## config.mk

```make
export PLATFORM = sky130hd
export DESIGN_NAME = jetpack_game_core
export DESIGN_NICKNAME = d
export VERILOG_FILES = /design/src/rtl/jetpack_pkg.sv /design/src/rtl/jetpack_game_core_clk_div.sv /design/src/rtl/jetpack_game_core.sv
export SDC_FILE = /design/constraint.sdc
export NUM_CORES = 1
export LEC_CHECK = 0
export ABC_AREA = 1
export ABC_CLOCK_PERIOD_IN_PS = 2900
export BUFFER_PORTS_ARGS = -buffer_cell sky130_fd_sc_hd__buf_2
export CAP_MARGIN = 20
export CORE_ASPECT_RATIO = 0.8
export CORE_MARGIN = 1
export CORE_UTILIZATION = 40
export DETAILED_ROUTE_END_ITERATION = 7
export PLACE_DENSITY = 0.62
export SETUP_SLACK_MARGIN = 0.15
export SLEW_MARGIN = 40
export SYNTH_ARGS = -nofsm -noshare
export SYNTH_HDL_FRONTEND = slang
export SYNTH_SLANG_ARGS = --single-unit
```

## constraint.sdc

```tcl
create_clock -name clk -period 2.9 [get_ports clk]
set_clock_uncertainty 0.1 [all_clocks]
set_input_delay 0.145 -clock clk [delete_from_list [all_inputs] [get_ports clk]]
set_output_delay 0.145 -clock clk [all_outputs]
set_load 0.005 [all_outputs]
```

## src/rtl/jetpack_pkg.sv

```systemverilog
// Shared types, colours and screen geometry for the jetpack runner core.
package jetpack_pkg;

    typedef enum logic [1:0] {
        TITLE = 2'b00,
        PLAY  = 2'b01,
        OVER  = 2'b10
    } game_state_t;

    localparam logic [23:0] COL_PLAYER   = 24'hFF8000;
    localparam logic [23:0] COL_LASER    = 24'hFF0000;
    localparam logic [23:0] COL_ZAPPER   = 24'hFFFF00;
    localparam logic [23:0] COL_MISSILE  = 24'hFFFFFF;
    localparam logic [23:0] COL_BG_TITLE = 24'h000080;
    localparam logic [23:0] COL_BG_PLAY  = 24'h202020;
    localparam logic [23:0] COL_BG_OVER  = 24'h800000;
    localparam logic [23:0] COL_BLACK    = 24'h000000;

    localparam logic [10:0] SCREEN_W   = 11'd640;
    localparam logic [10:0] SCREEN_H   = 11'd480;
    localparam logic [10:0] PLAYER_W   = 11'd30;
    localparam logic [10:0] PLAYER_H   = 11'd60;
    localparam logic [10:0] OBS_W      = 11'd20;
    localparam logic [10:0] OBS_H      = 11'd160;
    localparam logic [10:0] LANE_PITCH = 11'd160;

    // Lane 3 is not a real lane and folds onto the bottom one.
    function automatic logic [10:0] lane_top(input logic [1:0] pos);
        case (pos)
            2'd0:    return 11'd0;
            2'd1:    return LANE_PITCH;
            default: return LANE_PITCH + LANE_PITCH;
        endcase
    endfunction

    function automatic logic in_span(input logic [10:0] v, input logic [10:0] lo,
                                     input logic [10:0] len);
        return (v >= lo) && (v <= lo + len - 11'd1);
    endfunction

    function automatic logic spans_overlap(input logic [10:0] a_lo, input logic [10:0] a_len,
                                           input logic [10:0] b_lo, input logic [10:0] b_len);
        return (a_lo <= b_lo + b_len - 11'd1) && (b_lo <= a_lo + a_len - 11'd1);
    endfunction

    function automatic logic [23:0] obs_colour(input logic [1:0] kind);
        case (kind)
            2'd1:    return COL_LASER;
            2'd2:    return COL_ZAPPER;
            2'd3:    return COL_MISSILE;
            default: return COL_BLACK;
        endcase
    endfunction

endpackage

```

## src/rtl/jetpack_game_core_clk_div.sv

```systemverilog
// Free-running 32-bit divider; tick pulses for one clk each time the low
// DIV_BIT+1 counter bits equal 0 followed by all ones.
module jetpack_clk_div #(
    parameter int DIV_BIT = 11
) (
    input  logic        clk,
    input  logic        reset,
    output logic [31:0] divided_clocks,
    output logic        tick
);

    localparam logic [31:0] MATCH_FULL = (32'd1 << DIV_BIT) - 32'd1;

    logic [31:0] next_count;
    assign next_count = divided_clocks + 32'd1;

    // Tick is registered from the next count so it lines up with the counter value it decodes.
    always_ff @(posedge clk) begin
        if (!reset) begin
            divided_clocks <= 32'd0;
            tick           <= 1'b0;
        end else begin
            divided_clocks <= next_count;
            tick           <= (next_count[DIV_BIT:0] == MATCH_FULL[DIV_BIT:0]);
        end
    end

endmodule

```

## src/rtl/jetpack_game_core.sv

```systemverilog
// Jetpack runner core: tick divider, player physics, game FSM and pixel renderer.
// Define JETPACK_GOD_MODE_EN to disable collision detection (the game never reaches OVER).
module jetpack_game_core
    import jetpack_pkg::*;
#(
    parameter int DIV_BIT  = 11,
    parameter int STEP     = 8,
    parameter int BARRY_X0 = 20,
    parameter int FLOOR_Y  = 420
) (
    input  logic        clk,
    input  logic        reset,
    input  logic        on,
    input  logic [9:0]  x,
    input  logic [8:0]  y,
    input  logic [9:0]  obs1_x,
    input  logic [9:0]  obs2_x,
    input  logic [1:0]  obs1_pos,
    input  logic [1:0]  obs2_pos,
    input  logic [1:0]  obs1_type,
    input  logic [1:0]  obs2_type,
    output logic [31:0] divided_clocks,
    output logic        tick,
    output logic [8:0]  y0,
    output logic [1:0]  game_state,
    output logic        game_over,
    output logic [7:0]  r,
    output logic [7:0]  g,
    output logic [7:0]  b
);

    localparam logic [8:0]  STEP_W  = 9'(STEP);
    localparam logic [8:0]  FLOOR_W = 9'(FLOOR_Y);
    localparam logic [10:0] BARRY_W = 11'(BARRY_X0);

    game_state_t state_r, state_next;
    logic        on_prev_r;
    logic        rise_s;
    logic [8:0]  y0_next;
    logic [10:0] y0_w, x_w, y_w;
    logic        obs1_hit_s, obs2_hit_s, collide_s;
    logic        on_player_s, on_obs1_s, on_obs2_s;
    logic [23:0] bg_s, pix_s;

    jetpack_clk_div #(.DIV_BIT(DIV_BIT)) u_clk_div (
        .clk            (clk),
        .reset          (reset),
        .divided_clocks (divided_clocks),
        .tick           (tick)
    );

    assign rise_s     = on & ~on_prev_r;
    assign y0_w       = {2'b00, y0};
    assign x_w        = {1'b0, x};
    assign y_w        = {2'b00, y};
    assign game_state = state_r;

    assign obs1_hit_s = (obs1_type != 2'd0)
                      && spans_overlap(BARRY_W, PLAYER_W, {1'b0, obs1_x}, OBS_W)
                      && spans_overlap(y0_w, PLAYER_H, lane_top(obs1_pos), OBS_H);
    assign obs2_hit_s = (obs2_type != 2'd0)
                      && spans_overlap(BARRY_W, PLAYER_W, {1'b0, obs2_x}, OBS_W)
                      && spans_overlap(y0_w, PLAYER_H, lane_top(obs2_pos), OBS_H);
`ifdef JETPACK_GOD_MODE_EN
    assign collide_s = 1'b0;
`else
    assign collide_s = obs1_hit_s | obs2_hit_s;
`endif

    // Game FSM next state; a collision tick in PLAY outranks any button edge.
    always_comb begin
        state_next = state_r;
        case (state_r)
            TITLE: begin
                if (rise_s) state_next = PLAY;
                else        state_next = TITLE;
            end
            PLAY: begin
                if (tick && collide_s) state_next = OVER;
                else                   state_next = PLAY;
            end
            OVER: begin
                if (rise_s) state_next = TITLE;
                else        state_next = OVER;
            end
            default: state_next = TITLE;
        endcase
    end

    // Vertical physics: saturating move per tick while playing, parked on the floor at start.
    always_comb begin
        y0_next = y0;
        if (state_r == TITLE && state_next == PLAY) begin
            y0_next = FLOOR_W;
        end else if (state_r == PLAY && state_next == PLAY && tick) begin
            if (on) y0_next = (y0 < STEP_W) ? 9'd0 : (y0 - STEP_W);
            else    y0_next = (y0 > FLOOR_W - STEP_W) ? FLOOR_W : (y0 + STEP_W);
        end else begin
            y0_next = y0;
        end
    end

    // FSM, button history and player position registers.
    always_ff @(posedge clk) begin
        if (!reset) begin
            state_r   <= TITLE;
            on_prev_r <= 1'b0;
            y0        <= FLOOR_W;
            game_over <= 1'b0;
        end else begin
            state_r   <= state_next;
            on_prev_r <= on;
            y0        <= y0_next;
            game_over <= (state_next == OVER);
        end
    end

    assign on_player_s = in_span(x_w, BARRY_W, PLAYER_W) && in_span(y_w, y0_w, PLAYER_H);
    assign on_obs1_s   = (obs1_type != 2'd0) && in_span(x_w, {1'b0, obs1_x}, OBS_W)
                       && in_span(y_w, lane_top(obs1_pos), OBS_H);
    assign on_obs2_s   = (obs2_type != 2'd0) && in_span(x_w, {1'b0, obs2_x}, OBS_W)
                       && in_span(y_w, lane_top(obs2_pos), OBS_H);

    // Pixel colour selection by layer priority.
    always_comb begin
        case (state_r)
            TITLE:   bg_s = COL_BG_TITLE;
            PLAY:    bg_s = COL_BG_PLAY;
            OVER:    bg_s = COL_BG_OVER;
            default: bg_s = COL_BLACK;
        endcase
        if (x_w > SCREEN_W - 11'd1 || y_w > SCREEN_H - 11'd1) pix_s = COL_BLACK;
        else if (on_player_s)                                 pix_s = COL_PLAYER;
        else if (on_obs1_s)                                   pix_s = obs_colour(obs1_type);
        else if (on_obs2_s)                                   pix_s = obs_colour(obs2_type);
        else                                                  pix_s = bg_s;
    end

    // Registered colour output, one clk behind x/y.
    always_ff @(posedge clk) begin
        if (!reset) begin
            {r, g, b} <= 24'h000000;
        end else begin
            {r, g, b} <= pix_s;
        end
    end

endmodule

```

==> results of run 1 <==
-- routing by layer --
layer | up-vias | track usage (%)
met2 | 140 | 31.4
met3 | 6 | 3.48
met1 | 2416 | 32.9
met5 | - | 0
li1 | 2935 | -
met4 | 0 | 2.96
-- sequential cells by signal, summed over array words and instances (netlist names) --
register / count
r: 3
on_prev_r: 1
u_clk_div.tick: 1
g: 3
b: 3
u_clk_div.divided_clocks: 32
game_state: 2
y0: 7
game_over: 1
-- worst max path at each step --
stage / startpoint / end / slack (ns)
finish: y0[4] / g[5] / 0.39
global route: y0[3] / y0[5] / 0.15
CTS: y0[3] / b[5] / 0.25
detailed placement: y0[3] / b[5] / 0.27
global placement: obs2_x[0] / r[7] / 0.32
floorplan: y0[3] / y0[2] / 0.44
-- cell type report --
| cell class | instances | area [um2] |
|---|---|---|
| repair buffers | 125 | 648 |
| multi-input cells | 645 | 3820 |
| flip-flops and latches | 53 | 1060 |
| well taps | 175 | 219 |
| clock inverters | 3 | 65.1 |
| inverters | 109 | 409 |
| clock buffers | 5 | 125 |
| fillers | 1404 | 6710 |
-- through the flow --
step / std cells / utilization [%] / hold slack, ns / power [uW]
2_1_floorplan: 832 / - / 0.196 / 1080
3_5_place_dp: 1107 / 47.0 / 0.367 / 1250
3_3_place_gp: 1107 / 47.0 / 0.367 / 1250
5_1_grt: 1115 / 48.6 / 0.0814 / 2130
6_report: 1115 / 48.6 / 0.0716 / 2000
4_1_cts: 1115 / 48.4 / 0.0591 / 2020
-- where the power goes --
| part | total, uW | switching (uW) | internal (uW) |
|---|---|---|---|
| clock | 768 | 274 | 493 |
| combinational | 483 | 299 | 184 |
| sequential | 750 | 9.02 | 741 |
| total | 2000 | 582 | 1420 |
-- synthesized netlist by cell type (all sizes together) --
cell type / count
nor3: 22
nor3b: 6
a31oi: 3
nand3: 49
ha: 90
o21ai: 25
clkbuf: 6
o211ai: 7
inv: 108
o21a: 5
o2111ai: 1
a21oi: 56
buf: 19
a21o: 5
dfxtp: 53
nand4: 23
o21bai: 2
clkinv: 1
conb: 1
a21boi: 1
a211oi: 1
o22ai: 2
nor4: 6
nor2: 111
xnor2: 4
or2: 5
and3: 1
xor2: 16
o31ai: 1
nand2: 201
-- worst max-delay path, delay by kind of cell (launching register included) --
kind	cells	cell delay, ns
AO/OA/AOI/OAI	2	0.28
flip-flops	1	0.31
AND/OR/NAND/NOR	9	0.97
buffers and inverters	2	0.32
adder cells (fa/ha/maj)	1	0.29
XOR/XNOR	1	0.19
-- layout by cell type, fill, tap and decap left out, types with 2 or more instances in the layout --
master and instances:
nand2_1 194, buf_2 116, inv_1 105, nor2_1 105, ha_1 89, a21oi_1 55
dfxtp_1 52, nand3_1 47, nand4_1 22, o21ai_0 22, nor3_1 19, xor2_1 13
buf_4 9, nand2_2 7, o211ai_1 7, nor2_2 6, nor4_1 6, nor3b_1 6
o21a_1 5, a21o_1 5, clkbuf_16 5, inv_2 3, xor2_2 3, xnor2_1 3
nor3_2 3, a31oi_1 3, or2_2 3, o21ai_1 3, nand3_2 2, o21bai_1 2
or2_0 2, o22ai_1 2, conb_1 2, bufinv_16 2
-- logic make-up after synthesis --
| group | share of synthesized area (%) |
|---|---|
| buffers and inverters | 10.6 |
| AO/OA/AOI/OAI | 11.2 |
| other | 0.0691 |
| XOR/XNOR | 3.50 |
| flip-flops | 19.5 |
| AND/OR/NAND/NOR | 34.3 |
| adder cells (fa/ha/maj) | 20.7 |
==> out/metrics.cfg, run 1 <==
[status]
status = finished clean

[setup_path]
critPathLaunchType = flop
crit_slowest_cell = dfxtp_1
r2r_start = y0[4]
cp_common_cell = nand2_1
required_ns = 3.03
setup.worst_path.end_class = flop
r2r.worst_path.cells = 15
crit_chain = buf_4 > nor2_1 > nand2_1 > xor2_1 > buf_4 > ha_1 > nand2_1 > a21o_1 > nand2_1 > nand2_1 > a21oi_1 > nor2_1 > nor2_1 > nand4_1 > nand2_1
path_max_fanout = 5
reg2reg_to = g[5]
reg2reg_slack_ns = 0.39
crit_type = flop to flop
slowest_delay_ns = 0.31
critPathArrivalTime_ns = 2.64

[die]
initial_utilization_pct = 41.6
die_w_um = 132
die_area_um2 = 14000
chipHeight_um = 106
fp-row-count = 37
pin_count = 119
core_um2 = 13100

[clock_tree]
htreeDepth = 2
clk_latency_ns = 0.29
postCtsSetupBuffers = 0
clkSlewWorstSetupHoldPaths_ns = 0.07
clockBufferDepth = 2
cts.repair.resized = 0
cts_sinks = 53
ctsRootBufferMaster = clkbuf_16
cts_hold_buf = 0
cts_tree = yes
cts_made_buffers = 5

[power_and_ir_drop]
ir_worst_vdd_mv = 0.234
power_density_nw_per_um2 = 315
power.leakage_uw = 0.00336

[drt]
wl_per_cell_um = 13.3
first_pass_iters = 5
ant_nets = 0
drc = 0
drt_iter0_markers = 301
wl_met2_um = 5830
routedLengthMet1_um = 8080
wl_met3_um = 800
vias = 5497
top_layer = met4
viasPerCell = 4.93
wirelength_um = 14800

[finish]
nets = 1079
drive_above_1_share_pct = 17.6
areaGrowthSynthToFinish_pct = 16.9
fin_area_um2 = 6350
antennaDiodeCount = 0

[place]
hpwl_um = 12500
portBuffers = 116
placed_cell_area_um2 = 6130
dpl_worst_slack_ns = 0.266
gp_congestion = 0.916

[sta]
final-hold-violation-count = 0
worst_slew_pin_slew_ns = 0.499
setup_tns_ns = 0
rsz0062_at_grt = true
finalSetupViolCount = 0
post-route-min-period_ns = 2.51
relSlewSlack_pct = 66.4
drv_slew = 0
setup_slack_ns = 0.394
max_freq_mhz = 399
fin_crit_sh_pct = 86.4

[yosys]
yosys.area.top_type_share_pct = 20.7
avgSynthCellArea_um2 = 6.53
ys_ff_latch = 53
yosysUniqueCellTypes = 42
yosysTopAreaCell = ha_1
synthesis.area_um2 = 5430
ys_warn_count = 0
seq_area_frac_synth_pct = 19.5
synthTopCellsByArea = ha_1 21%, dfxtp_1 20%, nand2_1 13%
netlist_instances = 831

[job]
maxCapViolCount = 0

[global_route]
grt_max_degree = 27
antenna_found_initial = 0
grt_pass1_vias = 4879
grt_use_total_pct = 21.4
grt_pass1_wl_um = 24300
grt_overflow_total = 0

[min_path]
min_path_cells = 3
hp-class = input port to flop
hp-start = on
hold-path-endpoint = on_prev_r

No activity file was read; power rests on OpenSTA's default activity.
==> inputs of run 2 (changes only) <==
--- a/config.mk
+++ b/config.mk
@@ -12,6 +12,7 @@
 export CORE_ASPECT_RATIO = 0.8
 export CORE_MARGIN = 1
 export CORE_UTILIZATION = 40
+export CTS_BUF_LIST = sky130_fd_sc_hd__clkbuf_8
 export DETAILED_ROUTE_END_ITERATION = 7
 export PLACE_DENSITY = 0.62
 export SETUP_SLACK_MARGIN = 0.15
==> run 2 against run 1 <==
  * Via count shrank 0.62%
  * Sequential share of layout area is 0.14 points higher
  * Global-route usage unchanged
  * First-iteration DRC count is 15% higher
  * Maximum frequency rose by 1.4%
  * Hold slack got worse by 0.031 ns
  * Critical path type unchanged
  * Largest cell class unchanged
  * Largest power group is now sequential cells
==> out/metrics.cfg, run 2 (synthesis results as in run 1) <==
[drt]
ant_nets = 0  ; unchanged
vias = 5463  ; -0.62%
viasPerCell = 4.90  ; -0.62%
drt_iter0_markers = 345  ; +15%
first_pass_iters = 5  ; unchanged
wl_per_cell_um = 13.3  ; about the same
drc = 0  ; unchanged
wirelength_um = 14800  ; about the same

[clock_tree]
clockBufferDepth = 2  ; unchanged
htreeDepth = 2  ; unchanged
cts_made_buffers = 5  ; unchanged
clkSlewWorstSetupHoldPaths_ns = 0.09  ; +0.02 ns
postCtsSetupBuffers = 0  ; unchanged
ctsRootBufferMaster = clkbuf_8
cts_tree = yes
clk_latency_ns = 0.32  ; +0.03 ns
cts_sinks = 53  ; unchanged
cts_hold_buf = 0  ; unchanged

[sta]
relSlewSlack_pct = 66.4  ; -0.075 points
finalSetupViolCount = 0  ; unchanged
fin_crit_sh_pct = 85.2  ; -1.2 points
whs_ns = 0.0404  ; -0.0312 ns
setup_tns_ns = 0  ; unchanged
worst_slew_pin_slew_ns = 0.500  ; +0.00111 ns
post-route-min-period_ns = 2.47  ; -0.0339 ns
final-hold-violation-count = 0  ; unchanged
rsz0062_at_grt = true
drv_slew = 0  ; unchanged
max_freq_mhz = 405  ; +1.4%

[finish]
top_regs = u_clk_div.divided_clocks x32, y0 x7
antennaDiodeCount = 0  ; unchanged
fin_area_um2 = 6290  ; -0.85%
drive_above_1_share_pct = 17.7  ; +0.11 points
nets = 1079  ; unchanged
areaGrowthSynthToFinish_pct = 15.9
mostFrequentLayoutCell = nand2_1
final_cell_mix = 194 x nand2_1, 116 x buf_2, 105 x inv_1
regMostFlops = u_clk_div.divided_clocks
fillerInstances = 1409  ; +0.36%
largest_reg_flops = 32  ; unchanged

[setup_path]
r2r_start = y0[5]
crit_slowest_cell = dfxtp_1
crit_chain = nor2_1 > nand2_1 > nand2_1 > xor2_2 > ha_1 > a21oi_1 > or2_0 > o21ai_1 > nor2_1 > nand2_1 > nand4_4 > o21ai_1 > nand2_1
setup.worst_path.end_class = flop
cp_common_cell = nand2_1
required_ns = 3.01  ; -0.02 ns
crit_type = flop to flop
reg2reg_slack_ns = 0.43  ; +0.03 ns
r2r.worst_path.cells = 13  ; -2
slowest_delay_ns = 0.49  ; +0.18 ns
critPathLaunchType = flop
cp_top_family = simple AND/OR/NAND/NOR gates
path_max_fanout = 12  ; +7
critPathBufInv = 0  ; -2
cp_num_cells = 13  ; -2
critPathArrivalTime_ns = 2.59  ; -0.05 ns
reg2reg_to = y0[2]

[min_path]
min_path_cells = 3  ; unchanged
hold-path-endpoint = on_prev_r
hp-class = input port to flop
hp-start = on

[die]
fp-row-count = 37  ; unchanged
initial_utilization_pct = 41.6  ; unchanged
core_um2 = 13100  ; unchanged
die_area_um2 = 14000  ; unchanged
pin_count = 119  ; unchanged
chipHeight_um = 106  ; unchanged
die_w_um = 132  ; unchanged

[global_route]
grt_pass1_vias = 4863  ; -0.33%
grt_use_total_pct = 21.4  ; unchanged
antenna_found_initial = 0  ; unchanged
grt_pass1_wl_um = 24200  ; -0.23%
grt_max_degree = 27  ; unchanged
grt_overflow_total = 0  ; unchanged

[place]
placed_cell_area_um2 = 6130  ; unchanged
gp_congestion = 0.916  ; unchanged
hpwl_um = 12500  ; unchanged
portBuffers = 116  ; unchanged

[power_and_ir_drop]
power_density_nw_per_um2 = 292  ; -7.3%
power.leakage_uw = 0.00333  ; -0.77%
ir_worst_vdd_mv = 0.185  ; -21%

[job]
maxCapViolCount = 0  ; unchanged

[status]
status = finished clean

run 2: changes by cell type in the layout (fill, tap and decap cells not counted):
cell	before	now
clkbuf_8	0	5
nor2_1	105	104
clkbuf_16	5	0
nor2_2	6	7
run 2: power breakdown:
part           switching, uW  internal (uW)  leakage, uW
clock network            262            343    0.0000681
registers               9.02            741     0.000429
logic                    299            184      0.00284
run 2: worst register-to-register path, cell delays in order (launching register included):
cell	delay [ns]
dfxtp_1	0.49
nor2_1	0.08
nand2_1	0.15
nand2_1	0.11
xor2_2	0.17
ha_1	0.32
a21oi_1	0.06
or2_0	0.21
o21ai_1	0.07
nor2_1	0.05
nand2_1	0.12
nand4_4	0.19
o21ai_1	0.20
nand2_1	0.07
run 2: metal layers:
layer  GRT usage (%)  vias up  part of all wire [%]
li1                -     2930                     -
met1            33.1     2389                    55
met2            31.2      136                    40
met3            3.34        8                   5.2
met4            3.20        0                  0.70
met5               0        -                     0
run 2: layout make-up:
class,instances,area [um2],share of cell area (%)
clock buffer,5,68.8,1.09
clock inverter,3,65.1,1.03
inverter,109,409,6.50
multi-input combinational,645,3820,60.7
sequential,53,1060,16.9
tap,175,219,3.48
timing repair buffer,125,648,10.3
run 2: how the worst max path moves through the flow:
stage                          from  endpoint  slack, ns
after floorplan               y0[3]     y0[2]       0.44
after global placement    obs2_x[0]      r[7]       0.32
after detailed placement      y0[3]      b[5]       0.27
after CTS                     y0[3]      b[5]       0.24
after global routing          y0[3]     y0[5]       0.14
final                         y0[5]     y0[2]       0.43
run 2: what timing repair did:
item	in CTS	in global routing
endpoints found under the hold margin	0	0
gates resized for setup	0	6
endpoints found under the setup margin	0	18
run 2: stage by stage:
step / util (%) / cells / setup WS, ns / power (uW)
after floorplan: - / 832 / 0.441 / 1080
after global placement: 47.0 / 1107 / 0.322 / 1250
after detailed placement: 47.0 / 1107 / 0.266 / 1250
after CTS: 48.0 / 1115 / 0.245 / 1860
after global routing: 48.2 / 1115 / 0.144 / 1970
final: 48.2 / 1115 / 0.428 / 1840
